**config.mk**
```make
export PLATFORM = sky130hd
export DESIGN_NAME = sram_byte_ctrl
export DESIGN_NICKNAME = d
export VERILOG_FILES = /design/src/rtl/sram_ctrl_pkg.sv /design/src/rtl/sram_byte_shifter.sv /design/src/rtl/sram_byte_ctrl.sv
export SDC_FILE = /design/constraint.sdc
export NUM_CORES = 1
export LEC_CHECK = 0
export ABC_AREA = 1
export CAP_MARGIN = 20
export CORE_MARGIN = 5
export CORE_UTILIZATION = 55
export DETAILED_ROUTE_END_ITERATION = 10
export GPL_TIMING_DRIVEN = 0
export PLACE_DENSITY_LB_ADDON = 0.12
export SYNTH_ARGS = -nofsm -noshare
export SYNTH_HDL_FRONTEND = slang
export SYNTH_HIERARCHICAL = 1
export SYNTH_SLANG_ARGS = --single-unit
```
**constraint.sdc**
```tcl
create_clock -name clk -period 2.8 [get_ports clk]
set_input_delay 0.28 -clock clk [delete_from_list [all_inputs] [get_ports clk]]
set_output_delay 0.28 -clock clk [all_outputs]
set_load 0.05 [all_outputs]
```
**src/rtl/sram_ctrl_pkg.sv**
```systemverilog
// Shared types and field positions for the byte-serial SRAM command front end.
package sram_ctrl_pkg;

  localparam int ADDR_W         = 12;
  localparam int DATA_W         = 32;
  localparam int BYTES_PER_WORD = 4;

  localparam int CMD_WR_BIT   = 7;
  localparam int CMD_LEN_MSB  = 6;
  localparam int CMD_LEN_LSB  = 4;
  localparam int CMD_MASK_MSB = 3;
  localparam int CMD_MASK_LSB = 0;

  typedef enum logic [2:0] {
    ST_CMD,
    ST_ADDR_HI,
    ST_ADDR_LO,
    ST_DATA,
    ST_WRITE,
    ST_READ,
    ST_READ_WAIT,
    ST_SEND
  } state_t;

  // Latched portion of the command byte; the length lives in the word counter.
  typedef struct packed {
    logic       wr;
    logic [3:0] mask;
  } cmd_t;

endpackage

```
**src/rtl/sram_byte_shifter.sv**
```systemverilog
// Word-wide shift register: parallel load, or shift right one byte with a byte entering at the top.
// Latency: one cycle from load/shift to q.
// Backpressure: none; the owner gates load/shift with its own handshakes.
module sram_byte_shifter #(
  parameter int W = sram_ctrl_pkg::DATA_W
) (
  input  logic         clk,
  input  logic         rst,
  input  logic         load,
  input  logic [W-1:0] load_dat,
  input  logic         shift,
  input  logic [7:0]   shift_in,
  output logic [W-1:0] q
);

  always_ff @(posedge clk) begin
    if (rst) begin
      q <= '0;
    end else if (load) begin
      q <= load_dat;
    end else if (shift) begin
      q <= {shift_in, q[W-1:8]};
    end
  end

endmodule

```
**src/rtl/sram_byte_ctrl.sv**
```systemverilog
// Byte-serial command front end and sole master of the SRAM macro.
// Latency: write access the cycle after the 4th data byte; first read byte 3 cycles after addr_lo.
// Backpressure: in_valid/out_ready stall indefinitely; input and output handshakes never overlap.
module sram_byte_ctrl #(
  parameter int ADDR_W = sram_ctrl_pkg::ADDR_W,
  parameter int DATA_W = sram_ctrl_pkg::DATA_W
) (
  input  logic              clk,
  input  logic              rst,
  input  logic [7:0]        in_data,
  input  logic              in_valid,
  output logic              in_ready,
  output logic [7:0]        out_data,
  output logic              out_valid,
  input  logic              out_ready,
  output logic [ADDR_W-1:0] sram_addr,
  output logic [DATA_W-1:0] sram_wdata,
  output logic              sram_cs,
  output logic [3:0]        sram_wen,
  input  logic [DATA_W-1:0] sram_rdata,
  output logic              busy
);
  import sram_ctrl_pkg::*;

  state_t            state, state_nxt;
  cmd_t              cmd_q;
  logic [ADDR_W-1:0] addr_q;
  logic [3:0]        remain_q;
  logic [1:0]        byte_cnt_q;
  logic              run_q;

  logic              in_fire, out_fire;
  logic              last_byte, last_word, word_done;
  logic              wr_shift, rd_load, rd_shift;
  logic [DATA_W-1:0] wr_word, rd_word;
  logic              unused_rd_hi;

  // run_q keeps in_ready low during the reset cycles themselves.
  assign in_ready  = run_q & (state inside {ST_CMD, ST_ADDR_HI, ST_ADDR_LO, ST_DATA});
  assign out_valid = (state == ST_SEND);
  assign busy      = (state != ST_CMD);
  assign sram_cs   = ((state == ST_WRITE) && (cmd_q.mask != 4'b0000)) || (state == ST_READ);
  assign sram_wen  = (state == ST_WRITE) ? cmd_q.mask : 4'b0000;
  assign sram_addr = addr_q;
  assign sram_wdata = wr_word;
  assign out_data  = rd_word[7:0];
  assign unused_rd_hi = ^rd_word[DATA_W-1:8];

  assign in_fire   = in_valid & in_ready;
  assign out_fire  = out_valid & out_ready;
  assign last_byte = (byte_cnt_q == 2'd3);
  assign last_word = (remain_q == 4'd1);
  assign word_done = (state == ST_WRITE) || (rd_shift && last_byte);

  always_ff @(posedge clk) begin
    if (rst) begin
      state <= ST_CMD;
    end else begin
      state <= state_nxt;
    end
  end

  always_comb begin
    state_nxt = state;
    wr_shift  = 1'b0;
    rd_load   = 1'b0;
    rd_shift  = 1'b0;
    unique case (state)
      ST_CMD:     if (in_fire) state_nxt = ST_ADDR_HI;
      ST_ADDR_HI: if (in_fire) state_nxt = ST_ADDR_LO;
      ST_ADDR_LO: if (in_fire) state_nxt = cmd_q.wr ? ST_DATA : ST_READ;
      ST_DATA: begin
        if (in_fire) begin
          wr_shift = 1'b1;
          if (last_byte) state_nxt = ST_WRITE;
        end
      end
      ST_WRITE:     state_nxt = last_word ? ST_CMD : ST_DATA;
      ST_READ:      state_nxt = ST_READ_WAIT;
      ST_READ_WAIT: begin
        rd_load   = 1'b1;
        state_nxt = ST_SEND;
      end
      ST_SEND: begin
        if (out_fire) begin
          rd_shift = 1'b1;
          if (last_byte) state_nxt = last_word ? ST_CMD : ST_READ;
        end
      end
      default: state_nxt = ST_CMD;
    endcase
  end

  always_ff @(posedge clk) begin
    if (rst) begin
      cmd_q      <= '0;
      addr_q     <= '0;
      remain_q   <= '0;
      byte_cnt_q <= '0;
      run_q      <= 1'b0;
    end else begin
      run_q <= 1'b1;
      if ((state == ST_CMD) && in_fire) begin
        cmd_q.wr   <= in_data[CMD_WR_BIT];
        cmd_q.mask <= in_data[CMD_MASK_MSB:CMD_MASK_LSB];
        remain_q   <= {1'b0, in_data[CMD_LEN_MSB:CMD_LEN_LSB]} + 4'd1;
      end
      if ((state == ST_ADDR_HI) && in_fire) addr_q[ADDR_W-1:8] <= in_data[ADDR_W-9:0];
      if ((state == ST_ADDR_LO) && in_fire) addr_q[7:0] <= in_data;
      // One byte counter serves both the write assembly and the read emission.
      if (wr_shift || rd_shift) byte_cnt_q <= byte_cnt_q + 2'd1;
      if (word_done) begin
        addr_q   <= addr_q + 1'b1;
        remain_q <= remain_q - 4'd1;
      end
    end
  end

  sram_byte_shifter #(.W(DATA_W)) u_wr_shift (
    .clk      (clk),
    .rst      (rst),
    .load     (1'b0),
    .load_dat ('0),
    .shift    (wr_shift),
    .shift_in (in_data),
    .q        (wr_word)
  );

  sram_byte_shifter #(.W(DATA_W)) u_rd_shift (
    .clk      (clk),
    .rst      (rst),
    .load     (rd_load),
    .load_dat (sram_rdata),
    .shift    (rd_shift),
    .shift_in (8'd0),
    .q        (rd_word)
  );

endmodule

```
==> impl_metrics.json <==
{
  "setup.worst_path.end_class": "output pin",
  "max_stage_delay_ns": 0.82,
  "clk_path_buf_depth": 2,
  "cp_common_cell": "sky130_fd_sc_hd__nor2_1",
  "io_buffer_count": 103,
  "timing_max_transition_violations_final": 0,
  "path_max_fanout": 10,
  "worstPathArrival_ns": 2.41,
  "cts_buffers": 9,
  "final_layout_size_suffix_gt1_share_pct": 6.54,
  "outcome": "finished clean",
  "finalSetupViolations": 0,
  "min_path_type": "reg -> reg",
  "distinct_cell_type_count_of_the_synthesized_netlist": 30,
  "first_iter_violations": 265,
  "worst_slew_margin_rel_pct": 52.7,
  "cap_viol_max_count": 0,
  "tritoncts_clock_tree": "done",
  "cellPowerDensity_nw_per_um2": 429,
  "num_vias": 5394,
  "io-pin-count": 104,
  "fin_util_pct": 72.3,
  "timing_hold_violations_final": 0,
  "core_area_um2": 9110,
  "mappedNetlistArea_um2": 5060,
  "globalplace.congestion": 0.895,
  "remaining_drc_errors": 0,
  "crit_path_start_kind": "register",
  "async_flop_share_pct": 0,
  "ys_dominant_reg_cell": "sky130_fd_sc_hd__dfxtp_1",
  "vdd.ir_drop.worst_mv": 0.305,
  "fin_nets": 1008,
  "n_antenna_cell": 0,
  "finalCritPeriodShare_pct": 96.0,
  "ys_warn_count": 6,
  "syn-instance-count": 805,
  "antenna_left": 0,
  "number_of_h_tree_levels": 3,
  "die_x_um": 106,
  "post-cts-setup-buffers": 0,
  "clk_transition_reported_paths_ns": 0.09,
  "reg2regPathDepth": 11,
  "viasPerCell": 5.02,
  "grt_first_pass_wirelength_mm": 22.9,
  "synthesis.area_per_instance_um2": 6.29,
  "grt_antenna_before_repair": 0,
  "worstPathCellList": "nor2_1 > nand2_2 > clkbuf_1 > nor2_1 > clkdlybuf4s50_1",
  "grt.total_usage_pct": 24.6,
  "yosysSeqAreaShare_pct": 36.0,
  "yosys_register_bits": 91,
  "start_to_end_type_of_the_worst_setup_path": "reg -> out",
  "detailedPlacementHpwl_mm": 10.2,
  "cell_count_of_the_worst_hold_path": 2,
  "static-leakage-power_uw": 0.00311,
  "grt_pass1_vias": 5099,
  "grt_remaining_overflow": 0,
  "clkLatencyLatePin_ns": 0.35,
  "avgRoutedWirePerCell_um": 12.6,
  "die_y_um": 106,
  "layout_min_cycle_time_ns": 2.69,
  "skew_ns": 0.00658,
  "placementRows": 35,
  "worst-endpoint-required_ns": 2.52,
  "detail_route.first_pass.iterations": 4,
  "numClockSinks": 91,
  "timing_limited_maximum_frequency_mhz": 372,
  "rsz0062_at_grt": "no",
  "maximum_number_of_pins_on_one_net_before_global_route_repair": 17,
  "synth_edf_count": 0,
  "finalWirelength_mm": 13.6,
  "initial_utilization_pct": 55.5,
  "synthToLayoutAreaGrowth_pct": 30.2,
  "fill_cells": 819,
  "timing_worst_slew_pin_value_ns": 0.707,
  "clk_root_buffer_cell": "sky130_fd_sc_hd__clkbuf_8",
  "totalNegativeSetupSlack_ns": 0,
  "fp.dieArea_um2": 11200,
  "critical_path.slowest_cell": "sky130_fd_sc_hd__clkdlybuf4s50_1"
}
## sequential cells by signal (all words and copies together), names as in the netlist
signal,flops
u_rd_shift/q,32
run_q,1
cmd_q,5
byte_cnt_q,2
state,3
sram_addr,12
u_wr_shift/q,32
remain_q,4
## critical path, delay by kind of cell (launching register included)
kind,cells,cell delay (ns)
flip-flops,1,0.39
AND/OR/NAND/NOR,3,0.58
buffers and inverters,2,1.08
## what timing repair did
item	CTS	global route
gates resized for setup	0	4
endpoints found under the setup margin	0	4
hold buffers	0	0
## power by group
group          switching [µW]  leakage [µW]  internal, µW
sequential               42.8      0.000743          1340
combinational             317       0.00227           201
clock                     495     0.0000979           425
## layer usage
| metal | global-route usage (%) | vias up | part of all wire [%] |
|---|---|---|---|
| met2 | 42.4 | 193 | 49 |
| met5 | 0 | - | 0 |
| met3 | 5.28 | 20 | 5.9 |
| met4 | 7.77 | 0 | 1.6 |
| li1 | - | 2764 | - |
| met1 | 30.6 | 2417 | 43 |
## cells by family (layout without fill, tap and decap cells)
kind of cell	Yosys count	after routing	synth area share [%]
AND/OR/NAND/NOR	481	481	40.2
buffers and inverters	146	265	13.9
adder cells (fa/ha/maj)	5	5	1.24
AO/OA/AOI/OAI	77	77	7.84
other	1	41	0.0741
XOR/XNOR	4	4	0.693
flip-flops	91	91	36.0
## worst paths after layout
path | startpoint | to | slack [ns]
worst min-delay path | u_rd_shift/q[25]$_SDFFE_PP0P_ | u_rd_shift/q[25]$_SDFFE_PP0P_ | 0.47
worst min register to register | u_rd_shift/q[25]$_SDFFE_PP0P_ | u_rd_shift/q[25]$_SDFFE_PP0P_ | 0.47
worst max-delay path | state[0]$_SDFFE_PP0P_ | sram_wen[1] | 0.11
worst max register to register | state[1]$_SDFFE_PP0P_ | u_rd_shift/q[4]$_SDFFE_PP0P_ | 1.08
## area by class of cell
| class | instances | area, µm² | share of cell area, % |
|---|---|---|---|
| multi-input combinational | 608 | 2680 | 40.7 |
| sequential | 91 | 1820 | 27.6 |
| timing repair buffer | 103 | 1040 | 15.8 |
| inverter | 102 | 383 | 5.81 |
| clock buffer | 10 | 128 | 1.94 |
| buffer | 44 | 322 | 4.88 |
| clock inverter | 6 | 72.6 | 1.10 |
| tap | 111 | 139 | 2.11 |
## metrics by stage
stage | cell area, µm² | total power, µW | instances | worst slack, ns | hold WS (ns)
5_1_grt | 6590 | 2960 | 1075 | 0.0141 | 0.493
6_report | 6590 | 2820 | 1075 | 0.113 | 0.470
2_1_floorplan | 5210 | 1730 | 845 | 0.522 | 0.349
3_3_place_gp | 6380 | 1910 | 1059 | 0.412 | 0.442
3_5_place_dp | 6380 | 1920 | 1059 | 0.437 | 0.455
4_1_cts | 6580 | 2840 | 1075 | 0.0281 | 0.471
## layout by cell type (no fill, tap or decap), types with 3 or more instances in the layout
| cell | count |
|---|---|
| sky130_fd_sc_hd__dlymetal6s2s_1 | 4 |
| sky130_fd_sc_hd__buf_4 | 12 |
| sky130_fd_sc_hd__xnor2_1 | 3 |
| sky130_fd_sc_hd__o21ai_0 | 18 |
| sky130_fd_sc_hd__clkbuf_8 | 9 |
| sky130_fd_sc_hd__conb_1 | 41 |
| sky130_fd_sc_hd__a21oi_1 | 54 |
| sky130_fd_sc_hd__inv_6 | 3 |
| sky130_fd_sc_hd__buf_6 | 13 |
| sky130_fd_sc_hd__buf_2 | 11 |
| sky130_fd_sc_hd__clkbuf_1 | 9 |
| sky130_fd_sc_hd__dfxtp_1 | 91 |
| sky130_fd_sc_hd__inv_1 | 99 |
| sky130_fd_sc_hd__inv_2 | 3 |
| sky130_fd_sc_hd__clkdlybuf4s50_1 | 99 |
| sky130_fd_sc_hd__ha_1 | 5 |
| sky130_fd_sc_hd__nand3_1 | 83 |
| sky130_fd_sc_hd__nor2_1 | 33 |
| sky130_fd_sc_hd__nand2_1 | 334 |
| sky130_fd_sc_hd__nand4_1 | 19 |
## Yosys cell counts (all sizes together), types with 2 or more instances
| cell type | count | share of area, % |
|---|---|---|
| a21oi | 54 | 5.3 |
| buf | 36 | 5.8 |
| clkbuf | 8 | 0.59 |
| dfxtp | 91 | 36 |
| ha | 5 | 1.2 |
| inv | 102 | 7.6 |
| nand2 | 337 | 25 |
| nand3 | 84 | 8.6 |
| nand4 | 19 | 2.3 |
| nor2 | 36 | 3.5 |
| o211ai | 2 | 0.30 |
| o21ai | 18 | 1.8 |
| or2 | 2 | 0.25 |
| xnor2 | 3 | 0.52 |
Power figures use the tool's default switching activity.
